===== config.mk =====
export PLATFORM = sky130hd
export DESIGN_NAME = fmul2k_flat
export DESIGN_NICKNAME = d
export VERILOG_FILES = /design/src/rtl/fmul2k_pkg.sv /design/src/rtl/fmul2k_if.sv /design/src/rtl/fmul2k_lzc.sv /design/src/rtl/fmul2k.sv /design/src/flat_wrapper.sv
export SDC_FILE = /design/constraint.sdc
export NUM_CORES = 1
export LEC_CHECK = 0
export CAP_MARGIN = 25
export CORE_MARGIN = 2
export CORE_UTILIZATION = 35
export DETAILED_ROUTE_END_ITERATION = 16
export DONT_BUFFER_PORTS = 1
export MAX_ROUTING_LAYER = met4
export SETUP_SLACK_MARGIN = 0.1
export SYNTH_ARGS = -nofsm -noshare
export SYNTH_HDL_FRONTEND = slang
export SYNTH_SLANG_ARGS = --single-unit

===== constraint.sdc =====
create_clock -name clk -period 3.6 [get_ports clk]
set_input_delay 0.72 -clock clk [delete_from_list [all_inputs] [get_ports clk]]
set_output_delay 0.72 -clock clk [all_outputs]
set_load 0.02 [all_outputs]

===== src/rtl/fmul2k_pkg.sv =====
// Shared floating-point helpers for the vector-engine scaling units.
// Default field widths, operand class enum and the classify function.
package fmul2k_pkg;

  localparam int FP_EXP_W = 8;  // exponent width (BF16)
  localparam int FP_MNT_W = 7;  // stored mantissa width (BF16)
  localparam int FP_K_W   = 4;  // width of the unsigned power-of-two shift

  typedef enum logic [1:0] {
    CLS_ZERO,  // exp == 0, mnt == 0
    CLS_SUB,   // exp == 0, mnt != 0
    CLS_NORM,  // ordinary normal number
    CLS_SPEC   // exp all-ones: Inf or NaN
  } fp_class_e;

  // Width-independent classification from pre-decoded field flags.
  function automatic fp_class_e classify(input logic exp_zero,
                                         input logic exp_ones,
                                         input logic mnt_nz);
    if (exp_ones) return CLS_SPEC;
    if (exp_zero) return mnt_nz ? CLS_SUB : CLS_ZERO;
    return CLS_NORM;
  endfunction

endpackage


===== src/rtl/fmul2k_if.sv =====
// Valid/ready streaming interface of the fmul2k scaling unit.
// The slave modport is the unit itself; master is the surrounding logic.
interface fmul2k_if #(
  parameter int I_DATA = 16,
  parameter int K_W    = 4
);
  logic              i_valid;
  logic              o_ready;
  logic [I_DATA-1:0] i_data;
  logic [K_W-1:0]    i_k;
  logic              o_valid;
  logic              i_ready;
  logic [I_DATA-1:0] o_data;

  modport master (
    output i_valid, i_data, i_k, i_ready,
    input  o_ready, o_valid, o_data
  );

  modport slave (
    input  i_valid, i_data, i_k, i_ready,
    output o_ready, o_valid, o_data
  );
endinterface


===== src/rtl/fmul2k_lzc.sv =====
// Combinational leading-zero counter for a subnormal mantissa.
// Result is meaningful only for a non-zero input (0..W-1).
module fmul2k_lzc #(
  parameter int W  = 7,
  parameter int CW = (W > 1) ? $clog2(W) : 1
) (
  input  logic [W-1:0]  d,
  output logic [CW-1:0] cnt
);

  // Scan from LSB upward so the highest set bit determines the count.
  // NOTE: combinational logic uses blocking '=' and assigns a default first,
  // so every path drives cnt and no latch is inferred.
  always_comb begin
    cnt = '0;
    for (int i = 0; i < W; i++) begin
      if (d[i]) cnt = CW'(W - 1 - i);
    end
  end

endmodule


===== src/rtl/fmul2k.sv =====
// fmul2k: streaming exact float scale-up, o = i * 2^k.
// Two-stage valid/ready pipeline: S1 unpacks/classifies, S2 scales and packs.
// Subnormals are normalised up, zero/Inf/NaN pass unchanged, exponent
// overflow gives signed Inf, or max finite when FMUL2K_SATURATE_EN is defined.
module fmul2k
  import fmul2k_pkg::*;
#(
  parameter int I_EXP  = FP_EXP_W,
  parameter int I_MNT  = FP_MNT_W,
  parameter int K_W    = FP_K_W,
  parameter int I_DATA = I_EXP + I_MNT + 1
) (
  input  logic     clk,
  input  logic     rstn,
  fmul2k_if.slave  bus
);

  localparam int LZ_W = (I_MNT > 1) ? $clog2(I_MNT) : 1;
  localparam int EW   = I_EXP + K_W + 1;  // wide enough that exp+k never wraps
  localparam logic [I_EXP-1:0] EXP_INF   = '1;
  localparam logic [I_EXP-1:0] EXP_MAX   = EXP_INF - 1'b1;
  localparam logic [EW-1:0]    EXP_INF_W = EW'(EXP_INF);

  // Input unpack and classification
  logic             in_sgn;
  logic [I_EXP-1:0] in_exp;
  logic [I_MNT-1:0] in_mnt;
  logic [LZ_W-1:0]  in_lz;
  fp_class_e        in_cls;

  assign in_sgn = bus.i_data[I_DATA-1];
  assign in_exp = bus.i_data[I_DATA-2 -: I_EXP];
  assign in_mnt = bus.i_data[I_MNT-1:0];
  assign in_cls = classify(in_exp == '0, in_exp == EXP_INF, in_mnt != '0);

  fmul2k_lzc #(.W(I_MNT), .CW(LZ_W)) u_lzc (
    .d   (in_mnt),
    .cnt (in_lz)
  );

  // Stage registers and stall control
  logic              s1_valid, s2_valid;
  logic              s1_sgn;
  logic [I_EXP-1:0]  s1_exp;
  logic [I_MNT-1:0]  s1_mnt;
  logic [K_W-1:0]    s1_k;
  fp_class_e         s1_cls;
  logic [LZ_W-1:0]   s1_lz;
  logic [I_DATA-1:0] s2_data;
  logic              s1_adv, s2_adv;

  // A stage advances when it is empty or its successor advances.
  assign s2_adv = ~s2_valid | bus.i_ready;
  assign s1_adv = ~s1_valid | s2_adv;

  assign bus.o_ready = s1_adv;
  assign bus.o_valid = s2_valid;
  assign bus.o_data  = s2_data;

  // S2 scale and pack from the S1 registers
  logic [EW-1:0]     e_new;
  logic              ovf;
  logic [I_MNT-1:0]  mnt_norm;
  logic [I_DATA-1:0] res;

  // Drop the leading one of a subnormal: shift by lz+1, keep the low bits.
  assign mnt_norm = (s1_mnt << s1_lz) << 1;

  // Select result per class; zero and Inf/NaN keep the input word.
  always_comb begin
    e_new = '0;
    ovf   = 1'b0;
    res   = {s1_sgn, s1_exp, s1_mnt};
    case (s1_cls)
      CLS_NORM: begin
        e_new = EW'(s1_exp) + EW'(s1_k);
        ovf   = (e_new >= EXP_INF_W);
        res   = {s1_sgn, e_new[I_EXP-1:0], s1_mnt};
      end
      CLS_SUB: begin
        if (EW'(s1_k) <= EW'(s1_lz)) begin
          res = {s1_sgn, {I_EXP{1'b0}}, s1_mnt << s1_k};
        end else begin
          e_new = EW'(s1_k) - EW'(s1_lz);
          ovf   = (e_new >= EXP_INF_W);
          res   = {s1_sgn, e_new[I_EXP-1:0], mnt_norm};
        end
      end
      default: ;
    endcase
    if (ovf) begin
`ifdef FMUL2K_SATURATE_EN
      res = {s1_sgn, EXP_MAX, {I_MNT{1'b1}}};
`else
      res = {s1_sgn, EXP_INF, {I_MNT{1'b0}}};
`endif
    end
  end

  // S1 register: capture unpacked operand when the stage can advance.
  // NOTE: sequential state uses non-blocking '<=' so all registers update
  // from pre-edge values. Data registers are reset too: the stage is a
  // handful of flops and a clean reset keeps o_data at zero.
  always_ff @(posedge clk or negedge rstn) begin
    if (!rstn) begin
      s1_valid <= 1'b0;
      s1_sgn   <= 1'b0;
      s1_exp   <= '0;
      s1_mnt   <= '0;
      s1_k     <= '0;
      s1_cls   <= CLS_ZERO;
      s1_lz    <= '0;
    end else if (s1_adv) begin
      s1_valid <= bus.i_valid;
      if (bus.i_valid) begin
        s1_sgn <= in_sgn;
        s1_exp <= in_exp;
        s1_mnt <= in_mnt;
        s1_k   <= bus.i_k;
        s1_cls <= in_cls;
        s1_lz  <= in_lz;
      end
    end
  end

  // S2 register: output holding stage, frozen while downstream stalls.
  always_ff @(posedge clk or negedge rstn) begin
    if (!rstn) begin
      s2_valid <= 1'b0;
      s2_data  <= '0;
    end else if (s2_adv) begin
      s2_valid <= s1_valid;
      if (s1_valid) s2_data <= res;
    end
  end

endmodule

===== src/flat_wrapper.sv =====
// flat-port wrapper written by rule: the top's interface ports become plain ports
module fmul2k_flat import fmul2k_pkg::*;
#(
  parameter int I_EXP  = FP_EXP_W,
  parameter int I_MNT  = FP_MNT_W,
  parameter int K_W    = FP_K_W,
  parameter int I_DATA = I_EXP + I_MNT + 1
)
  (clk, rstn, bus_i_valid, bus_i_data, bus_i_k, bus_i_ready, bus_o_ready, bus_o_valid, bus_o_data);
  fmul2k_if #(.I_DATA(I_DATA), .K_W(K_W)) bus_i ();
  input  logic clk;
  input  logic rstn;
  input wire logic [$bits(bus_i.i_valid)-1:0] bus_i_valid;
  input wire logic [$bits(bus_i.i_data)-1:0] bus_i_data;
  input wire logic [$bits(bus_i.i_k)-1:0] bus_i_k;
  input wire logic [$bits(bus_i.i_ready)-1:0] bus_i_ready;
  output wire logic [$bits(bus_i.o_ready)-1:0] bus_o_ready;
  output wire logic [$bits(bus_i.o_valid)-1:0] bus_o_valid;
  output wire logic [$bits(bus_i.o_data)-1:0] bus_o_data;
  assign bus_i.i_valid = bus_i_valid;
  assign bus_i.i_data = bus_i_data;
  assign bus_i.i_k = bus_i_k;
  assign bus_i.i_ready = bus_i_ready;
  assign bus_o_ready = bus_i.o_ready;
  assign bus_o_valid = bus_i.o_valid;
  assign bus_o_data = bus_i.o_data;
  fmul2k #(.I_EXP(I_EXP), .I_MNT(I_MNT), .K_W(K_W), .I_DATA(I_DATA)) u_core (.clk(clk), .rstn(rstn), .bus(bus_i));
endmodule

==> impl_metrics.json, run 1 <==
{
  "outcome": "finished clean",
  "grt_max_degree": 44,
  "dieArea_sq_um": 8600,
  "power_frac_comb_pct": 29.8,
  "drt-initial-drc-count": 278,
  "worst_ep_required_time_ns": 3.81,
  "finalCriticalPeriod_ns": 2.90,
  "crit_fanout": 12,
  "final_cell_mix": "43 x dfrtp_1, 31 x nand2_1, 20 x mux2_2, 19 x nor2_1",
  "dieHeight_microns": 92.7,
  "cts_tree": "built",
  "drcViolationCount": 0,
  "maxSlewViolCount": 0,
  "worstSkewPairLatency_ns": 0.31,
  "gp_congestion": 0.846,
  "antenna_found_initial": 0,
  "cts.clk_slew.worst_paths_ns": 0.09,
  "yosysSeqAreaShare_pct": 39.0,
  "synth.avg_cell_area_sq_um": 9.47,
  "power_switching_uw": 601,
  "ys.flop_type": "dfrtp_1",
  "drv_cap": 0,
  "initial_core_util_pct": 35.9,
  "postCtsSetupRepairBufs": 0,
  "max-vdd-ir-drop_mv": 0.259,
  "syn_nets": 326,
  "critPathArrivalTime_ns": 3.11,
  "post_cts_resized": 0,
  "seqCellArea_sq_um": 1080,
  "synth-edff-count": 0,
  "antenna_cells": 0,
  "vias": 2213,
  "power_uw": 1540,
  "rows": 32,
  "fin_crit_sh_pct": 80.6,
  "synthArstFlopShare_pct": 100,
  "skew_ns": 0.00430,
  "die_w_microns": 92.7,
  "yosys.area.top_type": "dfrtp_1",
  "cp-start-kind": "register",
  "area_growth_pct": 7.35,
  "critPathKind": "reg2reg",
  "cts_max_level": 2,
  "holdWs_ns": 0.0950,
  "core_sq_um": 7690,
  "hold_path_class": "in2async",
  "hold_viol_final": 0,
  "ant_nets": 0,
  "syn_inst": 291,
  "layout.nets": 322,
  "setup_violations": 0,
  "switching_share_pct": 39.0,
  "io_buffers": 0,
  "rsz0062_at_grt": "no",
  "drive_above_1_share_pct": 13.9,
  "hold_buffers": 0,
  "worstMarginPinSlew_ns": 0.846,
  "cts.sinks": 43,
  "ys_seq_elements": 43,
  "routed_wl_microns": 6750,
  "grt_pass1_vias": 2189,
  "clockPowerShare_pct": 22.4,
  "yosys_warnings": 0,
  "cts_max_path_buffers": 2,
  "relSlewSlack_pct": 43.4,
  "hpwl_microns": 5010,
  "gr-total-overflow": 0,
  "io_pins": 42,
  "via_per_inst": 5.67,
  "ys_top_cells_by_area": "dfrtp_1 39%, mux2_2 8.2%, nand2_1 4.2%, ha_1 4.1%, a21oi_1 2.9%",
  "p_seq_share_pct": 47.8,
  "fmax_mhz": 345,
  "first_pass_iters": 4,
  "track_usage_pct": 17.1,
  "cts_root_buf": "clkbuf_8",
  "routedWlPerCell_microns": 17.3,
  "p_int_uw": 939,
  "powerDensity_nw_per_um2": 520,
  "grt_pass1_wl_microns": 11400,
  "fin_setup_tns_ns": 0,
  "end_kind": "register",
  "fillers": 777,
  "p_leak_uw": 0.00120,
  "layout_commonest_cell": "dfrtp_1",
  "multi_input_area_sq_um": 1580,
  "ys_types": 57,
  "yosysTopAreaCellShare_pct": 39.0,
  "netlist_area_sq_um": 2760,
  "cts_buffers": 5
}
==> cells by family after synthesis <==
| group | count (synthesis) | synth area share, % |
|---|---|---|
| adders and majority gates | 11 | 5.54 |
| DFF | 43 | 39.0 |
| muxes | 29 | 11.9 |
| AOI/OAI and AO/OA | 77 | 20.2 |
| buffers and inverters | 27 | 3.72 |
| xor gates and xnor gates | 6 | 1.91 |
| and+or+nand+nor | 98 | 17.7 |
==> cells in the mapped netlist, drive strengths merged (3+ instances only) <==
master	number
dfrtp	43
nand2	31
mux2	20
nor2	19
a21oi	16
o21ai	16
inv	13
clkbuf	12
ha	9
mux2i	8
nor3	8
nor2b	7
a211oi	6
nand3	6
a22o	4
and2	4
nand2b	4
o22ai	4
o31ai	4
xor2	4
nor4	3
o211ai	3
or2	3
==> power groups by stage <==
stage          Sequential, uW  Combinational [uW]  Clock (uW)
2_1_floorplan             692                 394           0
3_3_place_gp              746                 448           0
3_5_place_dp              748                 449           0
4_1_cts                   738                 452         352
5_1_grt                   755                 513         367
6_report                  736                 458         345
==> metrics by stage <==
step	setup WS, ns	instances	utilization [%]	instance area (sq um)
finish	0.700	390	38.5	2960
global route	0.435	390	38.5	2960
CTS	0.778	389	38.3	2940
detailed placement	0.797	381	37.0	2850
global placement	0.847	381	37.0	2850
floorplan	1.03	291	-	2760
==> layout make-up <==
class	count	area share [%]
inverter	13	1.65
clock buffer	6	2.79
tap	102	4.31
sequential	43	36.4
timing repair buffer	3	1.01
clock inverter	2	0.550
multi-input combinational	221	53.3
==> worst max-delay path: stages (launching register included) <==
cell and delay [ns]:
dfrtp_1 0.55, inv_1 0.15, ha_1 0.17, inv_1 0.06, fa_1 0.39, a2111oi_0 0.42, o211ai_1 0.23, nor2_1 0.25
or3_4 0.20, a41oi_4 0.07, a32o_1 0.31
==> per-layer routing <==
metal  global-route usage [%]  share of wire [%]  vias to the layer above
met5                        -                  0                        -
met4                     4.29                1.1                        0
met3                     3.74                6.3                        6
met2                     24.9                 42                       67
met1                     24.3                 51                     1071
li1                         -                  -                     1069
==> state kept, by name, summed over array words and instances, names as in the netlist <==
| name | cells |
|---|---|
| u_core.s1_k | 4 |
| u_core.bus.o_data | 16 |
| u_core.s1_valid | 1 |
| u_core.s1_sgn | 1 |
| u_core.bus.o_valid | 1 |
| u_core.s1_exp | 8 |
| u_core.s1_mnt | 7 |
| u_core.s1_cls | 2 |
| u_core.s1_lz | 3 |
==> worst paths after layout <==
check | from | to | slack [ns] | cells past startpoint
max | u_core.s1_k[0]$_DFFE_PN0P_ | u_core.bus.o_data[0]$_DFFE_PN0P_ | 0.70 | 10
min | rstn | u_core.bus.o_data[2]$_DFFE_PN0P_ | 0.09 | 0
max reg2reg | u_core.s1_k[0]$_DFFE_PN0P_ | u_core.bus.o_data[0]$_DFFE_PN0P_ | 0.70 | 10
min reg2reg | u_core.s1_sgn$_DFFE_PN0P_ | u_core.bus.o_data[15]$_DFFE_PN0P_ | 0.47 | 2
max in group asynchronous | rstn | u_core.s1_lz[2]$_DFFE_PN0P_ | 3.42 | 0
min in group clk | u_core.s1_sgn$_DFFE_PN0P_ | u_core.bus.o_data[15]$_DFFE_PN0P_ | 0.47 | 2
No activity file was read; power rests on OpenSTA's default activity.
==> run 2, diff against run 1 <==
==> constraint.sdc (replaced) <==
create_clock -name clk -period 2.5 [get_ports clk]
set_input_delay 0.5 -clock clk [delete_from_list [all_inputs] [get_ports clk]]
set_output_delay 0.5 -clock clk [all_outputs]
set_load 0.02 [all_outputs]
==> impl_metrics.json, run 2 (same netlist as run 1, synthesis figures left out) <==
{
  "worst_ep_required_time_ns": 2.69,
  "drcViolationCount": 0,
  "grt_max_degree": 44,
  "via_per_inst": 5.68,
  "largest_register_ffs": 16,
  "cts_tree": "built",
  "initial_core_util_pct": 35.9,
  "grt_pass1_vias": 2252,
  "fin_ws_ns": 0.0596,
  "finalCriticalPeriod_ns": 2.44,
  "rr_worst_depth": 11,
  "hold_viol_final": 0,
  "setup_violations": 0,
  "layout.nets": 344,
  "postPlaceCellArea_sq_um": 2980,
  "cts_max_path_buffers": 2,
  "core_sq_um": 7690,
  "max-vdd-ir-drop_mv": 0.319,
  "vias": 2335,
  "ant_nets": 0,
  "grt_pass1_wl_microns": 11700,
  "maxSlewViolCount": 0,
  "antenna_cells": 0,
  "layout_commonest_cell": "dfrtp_1",
  "fillers": 771,
  "hold_path_class": "in2async",
  "hpwl_microns": 5370,
  "first_pass_iters": 4,
  "worstMarginPinSlew_ns": 0.445,
  "critPathArrivalTime_ns": 2.63,
  "switching_share_pct": 38.3,
  "die_w_microns": 92.7,
  "routed_wl_microns": 7240,
  "r2r-end": "u_core.bus.o_data[0]$_DFFE_PN0P_",
  "power_uw": 2350,
  "p_int_uw": 1450,
  "rsz0062_at_grt": "yes",
  "layout.cells.non_filler": 411,
  "track_usage_pct": 17.8,
  "relSlewSlack_pct": 70.4,
  "crit_fanout": 5,
  "multi_input_area_sq_um": 1670,
  "drt-initial-drc-count": 272,
  "outcome": "finished clean",
  "power_frac_comb_pct": 36.5,
  "final_cell_mix": "42 x dfrtp_1, 31 x nand2_1, 22 x buf_4, 20 x mux2_2, 19 x nor2_1",
  "powerDensity_nw_per_um2": 723,
  "antenna_found_initial": 0,
  "end_kind": "register",
  "seqCellArea_sq_um": 1080,
  "cts.sinks": 43,
  "worstSkewPairLatency_ns": 0.30,
  "pre_cts_slack_ns": 0.0877,
  "gp_congestion": 0.968,
  "clockPowerShare_pct": 19.5,
  "rows": 32,
  "io_buffers": 0,
  "drv_cap": 0,
  "critPathKind": "reg2reg",
  "drive_above_1_share_pct": 24.6,
  "placedCellCount": 397,
  "area_growth_pct": 17.7,
  "io_pins": 42,
  "worstReg2RegStart": "u_core.s1_k[0]$_DFFE_PN0P_",
  "dieHeight_microns": 92.7,
  "p_seq_share_pct": 44.0,
  "cts_buffers": 5,
  "skew_ns": 0.00320,
  "fmax_mhz": 410,
  "p_leak_uw": 0.00133,
  "fin_crit_sh_pct": 97.6,
  "dieArea_sq_um": 8600,
  "cts_root_buf": "clkbuf_8",
  "power_switching_uw": 898,
  "cts.clk_slew.worst_paths_ns": 0.08,
  "routedWlPerCell_microns": 17.6,
  "cp-start-kind": "register",
  "design_area_sq_um": 3250,
  "startpoint": "u_core.s1_k[0]$_DFFE_PN0P_",
  "gr-total-overflow": 0,
  "r2r_setup_slack_ns": 0.06,
  "cts_max_level": 2
}
-- run 2: changes by cell type in the layout (fill, tap and decap cells not counted), sizes merged --
cell / previous run / this run
buf: 3 / 24
clkbuf: 6 / 7
clkinvlp: 1 / 0
-- run 2: layout make-up --
class	instances	area share, %
repair buffers	25	7.32
clock buffers	6	2.54
clock inverters	1	0.154
inverters	13	1.50
well taps	102	3.93
multi-input cells	221	51.3
flip-flops and latches	43	33.2
-- run 2: how the worst max path moves through the flow --
stage	end	slack, ns	cells after the start
4_1_cts	u_core.bus.o_data[0]$_DFFE_PN0P_	0.09	11
5_1_grt	u_core.bus.o_data[0]$_DFFE_PN0P_	-0.09	11
3_5_place_dp	u_core.bus.o_data[12]$_DFFE_PN0P_	0.09	7
6_report	u_core.bus.o_data[0]$_DFFE_PN0P_	0.06	11
3_3_place_gp	u_core.bus.o_data[5]$_DFFE_PN0P_	0.12	7
2_1_floorplan	u_core.bus.o_data[0]$_DFFE_PN0P_	0.11	9
-- run 2: through the flow --
stage          utilization, %  setup TNS (ns)  hold slack [ns]
2_1_floorplan               -               0            0.204
3_3_place_gp             38.8               0            0.206
3_5_place_dp             38.8               0            0.206
4_1_cts                  40.8               0           0.0456
5_1_grt                  42.2          -0.166           0.0477
6_report                 42.2               0           0.0375
-- run 2: repair_timing --
| action | in CTS | in global routing |
|---|---|---|
| hold buffers | 1 | 0 |
| setup buffers | 2 | 3 |
| pin swaps | 4 | 8 |
| gates resized for setup | 3 | 14 |
| setup endpoints to repair | 4 | 12 |
| gates cloned | 0 | 1 |
| endpoints found under the hold margin | 43 | 0 |
-- run 2: critical path: stages (launching register included) --
cell	delay, ns
dfrtp_1	0.41
inv_2	0.09
ha_4	0.14
inv_2	0.04
fa_2	0.38
a2111oi_4	0.21
o211ai_1	0.21
nor2_1	0.20
or3_4	0.18
a41oi_4	0.05
buf_12	0.18
a32o_1	0.25
-- run 2: power groups by stage --
stage / combinational [uW] / clock, uW / sequential (uW)
floorplan: 579 / 0 / 997
global placement: 744 / 0 / 1040
detailed placement: 745 / 0 / 1050
CTS: 790 / 468 / 1030
global route: 948 / 492 / 1050
finish: 856 / 457 / 1030
-- run 2: layer usage --
layer  global-route usage, %  up-vias  share of wire, %
met3                    4.23        8               5.5
met4                    3.92        0               1.2
met1                    24.8     1167                47
li1                        -     1108                 -
met2                    26.5       52                47
met5                       -        -                 0
